### src/rtl/serial_add_seq.sv
// Bit-serial adder: a+b+cin over WIDTH clocks through one full-adder stage, LSB first.
// The results stay registered until the next completion.
module serial_add_seq #(
    parameter int WIDTH = 8
) (
    input  logic             clk,
    input  logic             rst_n,
    input  logic             start,
    input  logic [WIDTH-1:0] a,
    input  logic [WIDTH-1:0] b,
    input  logic             cin,
    output logic             busy,
    output logic             done,
    output logic [WIDTH-1:0] sum,
    output logic             cout,
    output logic             ovf
);
    localparam int CW = (WIDTH > 1) ? $clog2(WIDTH) : 1;

    typedef enum logic [1:0] {IDLE, RUN, DONE} state_e;

    state_e           state_q;
    logic [CW-1:0]    cnt_q;
    logic [WIDTH-1:0] a_q, b_q, acc_q, sum_q;
    logic             carry_q, busy_q, done_q, cout_q, ovf_q;

    logic             s_bit, c_nxt, c_msb, last_bit;
    logic [WIDTH-1:0] acc_d;

    assign s_bit    = a_q[0] ^ b_q[0] ^ carry_q;
    assign c_nxt    = (a_q[0] & b_q[0]) | ((a_q[0] ^ b_q[0]) & carry_q);
    assign acc_d    = {s_bit, acc_q[WIDTH-1:1]};
    assign last_bit = (cnt_q == CW'(WIDTH - 1));
    // On the last RUN edge the carry flop holds the carry into the MSB.
    assign c_msb    = carry_q;

    always_ff @(posedge clk or negedge rst_n) begin
        if (!rst_n) begin
            state_q <= IDLE;
            cnt_q   <= '0;
            a_q     <= '0;
            b_q     <= '0;
            acc_q   <= '0;
            carry_q <= 1'b0;
            busy_q  <= 1'b0;
            done_q  <= 1'b0;
            sum_q   <= '0;
            cout_q  <= 1'b0;
            ovf_q   <= 1'b0;
        end else begin
            case (state_q)
                IDLE: begin
                    done_q <= 1'b0;
                    if (start) begin
                        a_q     <= a;
                        b_q     <= b;
                        carry_q <= cin;
                        acc_q   <= '0;
                        cnt_q   <= '0;
                        busy_q  <= 1'b1;
                        state_q <= RUN;
                    end
                end
                RUN: begin
                    a_q     <= a_q >> 1;
                    b_q     <= b_q >> 1;
                    acc_q   <= acc_d;
                    carry_q <= c_nxt;
                    cnt_q   <= cnt_q + 1'b1;
                    if (last_bit) begin
                        sum_q   <= acc_d;
                        cout_q  <= c_nxt;
                        ovf_q   <= c_msb ^ c_nxt;
                        busy_q  <= 1'b0;
                        done_q  <= 1'b1;
                        state_q <= DONE;
                    end
                end
                DONE: begin
                    done_q  <= 1'b0;
                    state_q <= IDLE;
                end
                default: begin
                    busy_q  <= 1'b0;
                    done_q  <= 1'b0;
                    state_q <= IDLE;
                end
            endcase
        end
    end

    assign busy = busy_q;
    assign done = done_q;
    assign sum  = sum_q;
    assign cout = cout_q;
    assign ovf  = ovf_q;
endmodule
### config.mk
export PLATFORM = sky130hd
export DESIGN_NAME = serial_add_seq
export DESIGN_NICKNAME = d
export VERILOG_FILES = /design/src/rtl/serial_add_seq.sv
export SDC_FILE = /design/constraint.sdc
export NUM_CORES = 1
export LEC_CHECK = 0
export BUFFER_PORTS_ARGS = -buffer_cell sky130_fd_sc_hd__buf_2
export CORE_UTILIZATION = 45
export CTS_BUF_LIST = sky130_fd_sc_hd__clkbuf_2 sky130_fd_sc_hd__clkbuf_4 sky130_fd_sc_hd__clkbuf_8
export DETAILED_ROUTE_END_ITERATION = 16
export PLACE_DENSITY_LB_ADDON = 0.15
export SYNTH_ARGS = -nofsm -noshare
export SYNTH_HDL_FRONTEND = slang
export SYNTH_SLANG_ARGS = --single-unit
export TNS_END_PERCENT = 20
### constraint.sdc
create_clock -name clk -period 1.6 [get_ports clk]
set_input_delay 0.24 -clock clk [delete_from_list [all_inputs] [get_ports clk]]
set_output_delay 0.24 -clock clk [all_outputs]
set_load 0.02 [all_outputs]
==> flow_results.org <==
** Drt
- Detailed routing inserted a total of 1,253 vias.
- Vias per Instance :: around 5.4
- For this block, the routed nets add up to 3460 um of wire.
- After detailed routing, the number of remaining DRC violations is 0.
- Number of nets with antenna violations after detailed routing :: 0
- In the final routed layout, each cell accounts on average for around 15 um.
- First-pass iteration count of the detailed router :: 4
- Number of DRC markers in iteration 0 :: 84

** Critical path
- STA classifies the critical path startpoint as a flip-flop.
- WP data required :: 1780 ps
- Maximum fanout encountered on the critical timing path :: 12
- The setup path with the least slack is of type reg2reg.
- The worst setup path is captured at a flip-flop.
- Critical path arrival :: roughly 1700 ps

** Clock network
- The tree is rooted in a sky130_fd_sc_hd__clkbuf_8.
- Clock latency of the later-clocked register in the worst-skew pair :: between 200 and 300 ps
- The number of setup buffers added after CTS is 0.
- The clock drives 41 sinks.
- Number of buffers created by CTS :: 5
- In this run the deepest clock path goes through 2 buffers.
- TritonCTS built the clock tree.
- CTS built an H-tree with a depth of 2.
- Clock-pin transition on the worst setup and hold timing paths :: approximately 80 ps

** Placed design
- Final weighted congestion of routability-driven global placement :: 0.747
- Port buffer count :: 31
- Worst slack at placement :: 32.0 ps
- HPWL Detailed :: about 2400 um

** Global routing
- GRT met1 Usage :: approximately a quarter
- GR met3 Demand/Resource :: 4.23%
- For this run, global-route usage on met2 was measured as ~29%.
- The global routing stage identified its most utilized layer as met2.
- Via count of the first global-routing pass :: between 1k and 1.5k
- Global routing finished with a remaining overflow of 0.
- Global routing used about a fifth of the available tracks.
- Entering global routing, the biggest net connects 20 pins.
- The first global-routing pass estimated 5980 um of wire.
- The number of antenna violations at the first check in global routing was 0.

** Pwr
- In this run the static leakage power is around 0.98 nW.
- Power spread over the standard cell area amounts to approximately 1900 mW/mm2.
- VDD sags by at most roughly 900 uV.

** Timing
- Peak clock frequency supported by timing :: 675 MHz
- Worst setup skew after layout :: between 6 and 7 ps
- Count of endpoints failing hold in the final timing report :: 0
- Portion of the clock cycle consumed by the worst path in the final layout :: slightly above 90%
- Setup total negative slack on the finished layout was measured at 0 ps.
- At the pin with the least slew margin, the transition time is 459 ps.
- Final-report setup violation count :: 0
- The number of pins with negative max-slew slack in the final report came to 0.
- Worst rel slew slack :: 69.4%
- Setup slack closes at ~120 ps.
- Tmin final :: around 1500 ps
- Setup repair after global routing left no endpoint under its margin.

** Layout
- Number of diodes :: 0
- Area growth, synth to finish :: 17.7%
- The net count of the finished layout is 206.
- The post-route netlist has approximately 30% of its cells at a drive strength greater than 1.

** Die
- For this configuration, the core starts out at a cell density of 47.5%.
- 32 I/O pins were placed.
- Number of cell rows :: 22
- Horizontal die dimension :: about 64 um
- DIE AREA :: around 0.0041 mm2
- Die span in y :: 64.4 um
- Core footprint :: ~0.0037 mm2

** Logic synthesis
- Post-synthesis adder-cell area fraction :: about 2.6%
- Mux share of post-synthesis cell area :: under 10%
- The synthesized design contains just over 40 register bits.
- Counting every instance in the synthesized netlist gives about 150.
- Post-Synthesis Mean Instance Area :: about 12 um2
- The synthesized netlist devotes a little over a fifth of its cell area to compound gates.
- Yosys printed 0 warnings.
- Number of distinct library cells after synthesis :: 27
- Dominant combinational cell family by area after synthesis :: compound AO/OA/AOI/OAI gates
- Synth Area in Simple Gates :: between 5 and 6%
- Summing every instance area after synthesis gives around 0.0018 mm2.
- Of the synthesized area, sequential elements account for between 50 and 60%.
- Xor/xnor share of the synthesized area :: less than 1%
- The number of nets in the synthesized netlist is about 170.

** Run
- Max-cap violations in this run came to 0.

** Outcome
- Result of the run :: finished, final reports clean

** Hold path
- Type of the tightest min-delay check :: in2reg
-- kinds of logic after synthesis --
logic type / Yosys count
AO/OA/AOI/OAI: 62
XOR/XNOR: 1
adder cells (fa/ha/maj): 3
buffers and inverters: 15
flip-flops: 41
multiplexers: 9
AND/OR/NAND/NOR: 18
-- layout by cell type (no fill, tap or decap), types with 5 or more instances in the layout --
master,netlist,layout
sky130_fd_sc_hd__nor2_1,5,5
sky130_fd_sc_hd__a21oi_1,16,16
sky130_fd_sc_hd__o21ai_0,6,6
sky130_fd_sc_hd__clkbuf_8,0,5
sky130_fd_sc_hd__a22o_1,9,9
sky130_fd_sc_hd__nand2_1,6,6
sky130_fd_sc_hd__buf_2,6,31
sky130_fd_sc_hd__buf_4,2,5
sky130_fd_sc_hd__dfrtp_1,41,41
sky130_fd_sc_hd__o22ai_1,28,28
sky130_fd_sc_hd__mux2_1,7,7
-- where the power goes --
part | internal, mW | switching (mW) | total, mW
Sequential | 1.48 | 0.350 | 1.83
Clock | 0.319 | 0.350 | 0.670
Combinational | 0.685 | 0.772 | 1.46
-- final timing paths --
path	startpoint	end	slack [ps]	depth (start not counted)
max	cnt_q[0]	sum[0]	120	4
min	b[7]	b_q[7]	190	3
max reg2reg	cnt_q[0]	sum[0]	120	4
min reg2reg	ovf	ovf	480	2
max in group asynchronous	rst_n	b_q[7]	660	3
min in group asynchronous	rst_n	sum[2]	410	2
-- Yosys cell counts --
| master | n | area share [%] |
|---|---|---|
| sky130_fd_sc_hd__nor2_2 | 1 | 0.36 |
| sky130_fd_sc_hd__o21ai_2 | 1 | 0.50 |
| sky130_fd_sc_hd__inv_2 | 2 | 0.43 |
| sky130_fd_sc_hd__nand2b_1 | 1 | 0.36 |
| sky130_fd_sc_hd__nand2_1 | 6 | 1.3 |
| sky130_fd_sc_hd__xnor2_1 | 1 | 0.50 |
| sky130_fd_sc_hd__fa_1 | 1 | 1.1 |
| sky130_fd_sc_hd__o21ai_1 | 1 | 0.29 |
| sky130_fd_sc_hd__inv_1 | 2 | 0.43 |
| sky130_fd_sc_hd__buf_6 | 2 | 1.3 |
| sky130_fd_sc_hd__o21bai_1 | 1 | 0.43 |
| sky130_fd_sc_hd__ha_1 | 2 | 1.4 |
| sky130_fd_sc_hd__a21oi_1 | 16 | 4.6 |
| sky130_fd_sc_hd__mux2_2 | 2 | 1.3 |
| sky130_fd_sc_hd__buf_2 | 6 | 1.7 |
| sky130_fd_sc_hd__dfrtp_1 | 41 | 59 |
| sky130_fd_sc_hd__nor2_1 | 5 | 1.1 |
| sky130_fd_sc_hd__nor2b_1 | 2 | 0.71 |
| sky130_fd_sc_hd__mux2_1 | 7 | 4.5 |
| sky130_fd_sc_hd__nand3b_2 | 1 | 0.64 |
| sky130_fd_sc_hd__or4b_4 | 1 | 0.78 |
| sky130_fd_sc_hd__clkbuf_1 | 1 | 0.21 |
| sky130_fd_sc_hd__o21ai_0 | 6 | 1.7 |
| sky130_fd_sc_hd__a22o_1 | 9 | 4.5 |
| sky130_fd_sc_hd__nand2b_2 | 1 | 0.50 |
| sky130_fd_sc_hd__o22ai_1 | 28 | 10 |
| sky130_fd_sc_hd__buf_4 | 2 | 0.86 |
-- stage by stage --
| step | total power [mW] | hold WS, ps | utilization (%) | instance area (um2) | instances |
|---|---|---|---|---|---|
| 6_report | 3.96 | 186 | 55.9 | 2060 | 232 |
| 5_1_grt | 4.28 | 206 | 55.9 | 2060 | 232 |
| 4_1_cts | 4.00 | 179 | 55.6 | 2050 | 232 |
| 3_5_place_dp | 3.32 | 206 | 53.0 | 1950 | 223 |
| 3_3_place_gp | 3.25 | 194 | 53.0 | 1950 | 223 |
| 2_1_floorplan | 2.88 | -55.6 | - | 1750 | 149 |
-- layout make-up --
cell class / count / area, um2
multi-input cells: 93 / 653
inverters: 4 / 15.0
clock buffers: 6 / 76.3
clock inverters: 2 / 10.0
well taps: 48 / 60.1
fillers: 325 / 1630
repair buffers: 38 / 223
flip-flops and latches: 41 / 1030
-- worst max-delay path, cell delays in order (launching register included) --
cell,delay [ps]
sky130_fd_sc_hd__dfrtp_1,410
sky130_fd_sc_hd__ha_1,210
sky130_fd_sc_hd__ha_1,220
sky130_fd_sc_hd__nand3b_4,190
sky130_fd_sc_hd__mux2_2,360
-- what timing repair did --
item / 4_1_cts / 5_1_grt
endpoints found under the hold margin: 17 / 0
endpoints found under the setup margin: 0 / 9
gates resized for setup: 0 / 2
hold buffers: 1 / 0
-- state kept, by name, indices dropped and copies added, names as in the netlist --
signal	flops
sum	8
cnt_q	3
busy	1
c_msb	1
acc_q	7
b_q	8
state_q	2
ovf	1
cout	1
a_q	8
done	1
-- routing by layer --
| metal | wire, um | vias to the layer above |
|---|---|---|
| li1 | - | 622 |
| met1 | 1670 | 595 |
| met2 | 1570 | 30 |
| met3 | 139 | 6 |
| met4 | 74 | 0 |
| met5 | 0 | - |
(Power assumes the default switching activity.)
